$ cat config.mk
export PLATFORM = sky130hd
export DESIGN_NAME = fetch_stall_ctrl
export DESIGN_NICKNAME = d
export VERILOG_FILES = /design/src/rtl/fetch_stall_ctrl.sv
export SDC_FILE = /design/constraint.sdc
export NUM_CORES = 1
export LEC_CHECK = 0
export BUFFER_PORTS_ARGS = -buffer_cell sky130_fd_sc_hd__buf_2
export CAP_MARGIN = 20
export CORE_MARGIN = 3
export CORE_UTILIZATION = 30
export CTS_CLUSTER_SIZE = 20
export DETAILED_ROUTE_END_ITERATION = 8
export PLACE_DENSITY = 0.6
export RECOVER_POWER = 25
export SLEW_MARGIN = 20
export SYNTH_ARGS = -nofsm -noshare
export SYNTH_HDL_FRONTEND = slang
export SYNTH_SLANG_ARGS = --single-unit
export TNS_END_PERCENT = 20
$ cat constraint.sdc
create_clock -name clk -period 6.6 [get_ports clk]
set_clock_uncertainty 0.2 [all_clocks]
set_input_delay 0.33 -clock clk [delete_from_list [all_inputs] [get_ports clk]]
set_output_delay 0.33 -clock clk [all_outputs]
set_load 0.1 [all_outputs]
$ cat src/rtl/fetch_stall_ctrl.sv
// Fetch-stage PC and IF/ID register control. Applies stall, redirect and
// advance in that priority each cycle, and keeps stall/flush counters plus a
// consecutive-stall watchdog.
module fetch_stall_ctrl #(
    parameter int unsigned      XLEN      = 32,
    parameter logic [XLEN-1:0]  RESET_PC  = 32'h0000_0000,
    parameter logic [31:0]      NOP_INSTR = 32'h0000_0013,
    parameter int unsigned      MAX_STALL = 3
) (
    input  logic            clk,
    input  logic            rst,
    input  logic            stall,
    input  logic            branch_taken,
    input  logic [XLEN-1:0] branch_target,
    input  logic [31:0]     imem_rdata,
    output logic [XLEN-1:0] pc,
    output logic [XLEN-1:0] if_id_pc,
    output logic [31:0]     if_id_instr,
    output logic            if_id_valid,
    output logic            id_ex_bubble,
    output logic [31:0]     stall_count,
    output logic [31:0]     flush_count,
    output logic            stall_error
);

    localparam logic [3:0]      MaxStall = 4'(MAX_STALL);
    localparam logic [XLEN-1:0] PcStep   = XLEN'(4);

    logic [XLEN-1:0] pc_q, pc_d;
    logic [XLEN-1:0] if_id_pc_q, if_id_pc_d;
    logic [31:0]     if_id_instr_q, if_id_instr_d;
    logic            if_id_valid_q, if_id_valid_d;
    logic [31:0]     stall_count_q, stall_count_d;
    logic [31:0]     flush_count_q, flush_count_d;
    logic [3:0]      run_q, run_d;
    logic            stall_error_q, stall_error_d;

    logic            redirect;

    // Stall wins over a simultaneous branch; the branch re-evaluates later.
    assign redirect = ~stall & branch_taken;

    // PC and IF/ID next state: hold on stall, flush on redirect, else advance.
    always_comb begin
        pc_d          = pc_q;
        if_id_pc_d    = if_id_pc_q;
        if_id_instr_d = if_id_instr_q;
        if_id_valid_d = if_id_valid_q;
        if (stall) begin
            pc_d = pc_q;
        end else if (branch_taken) begin
            pc_d          = {branch_target[XLEN-1:2], 2'b00};
            if_id_pc_d    = '0;
            if_id_instr_d = NOP_INSTR;
            if_id_valid_d = 1'b0;
        end else begin
            pc_d          = pc_q + PcStep;
            if_id_pc_d    = pc_q;
            if_id_instr_d = imem_rdata;
            if_id_valid_d = 1'b1;
        end
    end

    // Saturating performance counters and the consecutive-stall watchdog.
    always_comb begin
        stall_count_d = stall_count_q;
        flush_count_d = flush_count_q;
        run_d         = '0;
        stall_error_d = stall_error_q;
        if (stall && (stall_count_q != '1)) begin
            stall_count_d = stall_count_q + 32'd1;
        end
        if (redirect && (flush_count_q != '1)) begin
            flush_count_d = flush_count_q + 32'd1;
        end
        if (stall) begin
            run_d = (run_q == 4'hF) ? run_q : run_q + 4'd1;
            // Run reaches MAX_STALL+1 on this edge; compare on the old value so
            // MAX_STALL=15 still trips against the saturated 4-bit run counter.
            if (run_q >= MaxStall) begin
                stall_error_d = 1'b1;
            end
        end
    end

    // State registers with asynchronous reset.
    always_ff @(posedge clk or posedge rst) begin
        if (rst) begin
            pc_q          <= RESET_PC;
            if_id_pc_q    <= '0;
            if_id_instr_q <= NOP_INSTR;
            if_id_valid_q <= 1'b0;
            stall_count_q <= '0;
            flush_count_q <= '0;
            run_q         <= '0;
            stall_error_q <= 1'b0;
        end else begin
            pc_q          <= pc_d;
            if_id_pc_q    <= if_id_pc_d;
            if_id_instr_q <= if_id_instr_d;
            if_id_valid_q <= if_id_valid_d;
            stall_count_q <= stall_count_d;
            flush_count_q <= flush_count_d;
            run_q         <= run_d;
            stall_error_q <= stall_error_d;
        end
    end

    assign pc           = pc_q;
    assign if_id_pc     = if_id_pc_q;
    assign if_id_instr  = if_id_instr_q;
    assign if_id_valid  = if_id_valid_q;
    assign id_ex_bubble = stall;
    assign stall_count  = stall_count_q;
    assign flush_count  = flush_count_q;
    assign stall_error  = stall_error_q;

endmodule

-- Yosys cells after proc, flatten, opt, wreduce, memory -nomap -nowiden
Index checks and enable logic that the tools add are counted.
- $add $sub $neg: 4
- order comparisons: 1
- equality and inequality tests: 4
- mux-type cells: 6
- bitwise logic cells: 2
- reduce and logical (&&, ||, !) cells: 3
- operators by type and width (cell ; number):
    32-bit two-way mux ; 3
    32-bit by 1-bit adder with 32-bit output (second input constant) ; 2
    32-bit != test (second input constant) ; 2
    32-bit by 3-bit adder with 32-bit output (second input constant) ; 1
    4-bit two-way mux ; 2
    4-bit by 1-bit adder with 4-bit output (second input constant) ; 1
    4-bit equality test (second input constant) ; 1
    4-bit by 2-bit >= comparator with 1-bit output (second input constant) ; 1
    1-bit logical AND ; 2
    2-bit != test (second input constant) ; 1
    2-bit AND reduction ; 1
    1-bit bitwise AND ; 1
    1-bit two-way mux ; 1
    1-bit NOT ; 1
- bits in registers: 166
- input bits: 68
- output and inout port bits: 163
- logic and storage cells: 28

-- Depth between registers and ports, before layout
- depth in word-level cells: 3
- mapped depth: 8

-- Least setup slack after synthesis
No wires, ideal clock.
- path kind: register -> register
- start point: register pc_q[3], in the netlist pc[3]
- end point: register pc_q[26], in the netlist pc[26]
- setup time: 0.087 ns
- arrival time: 2.500 ns
- data required time: 6.313 ns
- path slack: 3.813 ns
- cell stages (with the launch flop): 7
- path buffers: 0
- period minus slack after synthesis: 2.787 ns
- cells stage by stage: dfrtp_1 ha_1 nand3_1 nor4_4 nand2_2 or4_1 o211ai_1
- longest elaborated chain between the ends: 2
- RTL lines (element ; RTL line ; RTL):
    start: declaration ; 29 ; logic [XLEN-1:0] pc_q, pc_d;
    start signal: assignment ; 98 ; pc_q <= pc_d;
    32-bit by 3-bit adder with 32-bit output ; 57 ; pc_d = pc_q + PcStep;
    32-bit two-way mux ; 51 ; end else if (branch_taken) begin
Every way passes these cells.
A chain may end at the register's enable or synchronous reset.

==> results by stage <==
STA:
- After layout, the minimum clock period comes to 3.82 ns.
- The relative slew slack is -0.798.
- For the final routed database, the setup TNS stands at 0 ns.
- The worst hold slack is between 0.02 and 0.03 ns.
- The hold violation count in the final report came to 0.
- The setup violation total in the final timing report is 0.
- The final number of max-transition violations came to 58.
- Of the available clock period, the critical path in the final layout requires 0.579.
- The slew at the pin closest to its max-slew limit is approximately 2.7 ns.
- The fmax is 0.262 GHz.
- Setup repair after global routing left no endpoint under its margin.

Worst setup path:
- The worst register-to-register path begins at pc[3].
- The worst-path maximum fanout is 66.
- The type of origin of the critical path is an input port.
- The critical setup path kind is input port to register.
- The critical path starts at stall.
- The nature of the critical path endpoint is a register.
- The data required time of the worst path is 6.70 ns.
- STA puts the critical path data arrival time at 3.92 ns.

Yosys:
- The count of cell types in the netlist is 61.
- The summed instance area of the synthesized netlist is 0.00749 sq mm.
- The dominant synthesized flop cell is dfrtp_1.
- Yosys mapped a number of flops with a built-in enable equal to 0.
- The sequential element share of the synthesized area is 0.545.
- For this run, asynchronously set or reset flops after synthesis account for 1.00.
- The synthesized design contains 163 register bits.
- The count of synthesis-stage warnings from yosys is 0.
- Synthesis produced 726 cells.
- The average instance area after synthesis is 10.3 sq um.

Worst hold path:
- The min-delay analysis places its worst path in the category input port to register.
- The startpoint identified for the worst hold timing path is branch_target[5].

Floorplanning:
- The die boundary height is 164 um.
- The die area is 0.0269 sq mm.
- The initial standard-cell utilization of the core is 0.306.
- From left edge to right edge, the die measures around 160 um.
- The count of standard-cell rows is 57.
- The number of I/O pins is 231.
- The total area inside the core boundary comes to 0.0245 sq mm.

Routing:
- The number of design rule violations left after detail routing is 0.
- The detailed router placed between 6000 and 7000 vias in this run.
- The first detailed-routing pass ran for 5 iterations.
- Wires add up to 22200 um.
- The via-per-instance ratio is 5.01.
- The average wire length per cell after detail routing is between 15 and 20 um.
- The number of DRC markers in iteration 0 is 583.
- The post-route antenna net violation count is 0.

Power:
- The cell area power density is 345 mW/mm^2.
- VDD sags by at most between 0.0003 and 0.0004 V.
- For this design the static power due to leakage is 4.70 nW.

Clock tree:
- The TritonCTS clock tree is done.
- The root buffer selected by CTS is clkbuf_16.
- The clock transition at the registers of the reported paths is 0.06 ns.
- The number of CTS-inserted buffers is 17.
- The buffer depth of the longest clock path is 2.
- CTS saw around 160 sinks.
- The source-to-sink clock delay at the later pin of the worst-skew pair is about 0.42 ns.
- The number of setup buffers added after CTS is 0.
- The H-tree was split into 4 levels.

Run status:
- The run finished, with violations left.
- The checks that failed: max-capacitance violations, max-slew violations.

Global route:
- The initial antenna violation count is 2.
- In the global route stage, overall resource usage came out at 0.165.
- After global routing the overflow that remains totals 0.
- The number of global-route vias before repair came to 6432.
- Entering global routing, the biggest net connects between 100 and 150 pins.
- The first global-routing pass estimated 35100 um of wire.

Placement:
- The placer's final routability congestion estimate is 0.802.
- The count of input and output buffers is 226.
- Detailed placement ended at an HPWL of 14600 um.

Cells and area:
- The filler cells instantiated in the layout total 2439.
- The synthesis-to-finish area growth is 32.5%.
- The commonest non-fill, non-tap cell in the layout is buf_2.
- Leaving out fill and tap cells, the most frequent cells in the layout are buf_2, dfrtp_1, nand2_1, o21ai_0, dlygate4sd3_1.
- The final layout net count is 1052.
- In the final layout, the share of cells above drive strength 1 is 0.258.

Run:
- The max capacitance violation total is 1.
==> synth_stat cells (all sizes together) (3+ instances only) <==
cell type | count | share of area
o21ai | 50 | 0.033
mux2 | 4 | 0.0060
nor4 | 9 | 0.013
clkbuf | 26 | 0.013
and2 | 6 | 0.0050
or4 | 4 | 0.0040
o22a | 8 | 0.0094
a22oi | 8 | 0.0080
buf | 17 | 0.012
xnor2 | 44 | 0.051
nor3 | 14 | 0.0094
and3 | 19 | 0.016
o22ai | 6 | 0.0050
nand2 | 93 | 0.047
nor2 | 35 | 0.018
inv | 10 | 0.0050
xor2 | 17 | 0.020
dfstp | 3 | 0.011
ha | 4 | 0.0067
nand3 | 39 | 0.027
o211ai | 4 | 0.0040
a21oi | 23 | 0.015
a22o | 32 | 0.037
a211oi | 3 | 0.0030
nand4 | 39 | 0.034
a31oi | 5 | 0.0042
dfrtp | 160 | 0.53
and4 | 11 | 0.013
a2bb2oi | 4 | 0.0047
nor2b | 3 | 0.0025
==> final timing paths <==
| check | end | slack, ns | cells after the start |
|---|---|---|---|
| max in group asynchronous | if_id_pc[1] | 4.28 | 4 |
| worst max-delay path | pc[23] | 2.78 | 7 |
| worst min-delay path | pc[5] | 0.03 | 3 |
| worst min register to register | if_id_pc[11] | 0.28 | 2 |
| worst max register to register | pc[26] | 4.04 | 6 |
| min in group asynchronous | if_id_instr[20] | 0.46 | 3 |
==> worst max-delay path: stages <==
cell	delay, ns
clkbuf_1	1.86
buf_4	0.79
inv_1	0.12
nand2_1	0.38
nor2_1	0.08
a41oi_1	0.22
nand2_1	0.06
==> through the flow <==
| stage | cells | cell area (sq um) | worst slack [ns] | power (mW) | util |
|---|---|---|---|---|---|
| after floorplan | 727 | 7500 | 1.67 | 2.17 | - |
| after global placement | 1240 | 8900 | 3.46 | 2.39 | 0.364 |
| after detailed placement | 1240 | 8900 | 3.45 | 2.39 | 0.364 |
| after CTS | 1317 | 9950 | 3.90 | 3.46 | 0.407 |
| after global routing | 1318 | 9930 | 2.49 | 3.57 | 0.406 |
| final | 1318 | 9930 | 2.78 | 3.42 | 0.406 |
==> registers in the layout, indices dropped and copies added, names as in the netlist <==
name and cells:
pc 30, if_id_pc 31, flush_count 32, stall_count 32, run_q 4, stall_error 1, if_id_instr 32, if_id_valid 1
==> routing by layer <==
layer	wire length, um	global-route usage	vias up
li1	-	-	3146
met3	1620	0.0492	24
met2	10200	0.251	207
met1	10100	0.228	3222
met5	10	0	-
met4	286	0.0450	2
==> layout make-up <==
type,instances,area (sq um),share of cell area
flip-flops and latches,163,4080,0.411
well taps,324,405,0.0408
repair buffers,277,1600,0.161
clock buffers,20,447,0.0450
inverters,10,42.5,0.00429
diodes,1,2.50,0.000252
multi-input cells,511,3190,0.322
clock inverters,12,155,0.0156
==> cells by family after synthesis <==
group           share of synthesized area
buf+inv                            0.0299
flops                               0.545
mux                               0.00868
simple gates                        0.197
other cells                      0.000501
compound gates                      0.141
xor+xnor                           0.0713
fa+ha+maj                         0.00668
==> power by group <==
group / switching (mW) / leakage [nW] / internal (mW)
clock: 0.424 / 0.291 / 0.608
combinational: 0.969 / 2.30 / 0.192
sequential: 0.123 / 2.11 / 1.10
==> what timing repair did <==
item                                   4_1_cts  5_1_grt
resized for setup                            0        0
hold buffers                                45        0
endpoints found under the hold margin      140        0
Note: power is estimated with default switching activity, not from simulation.
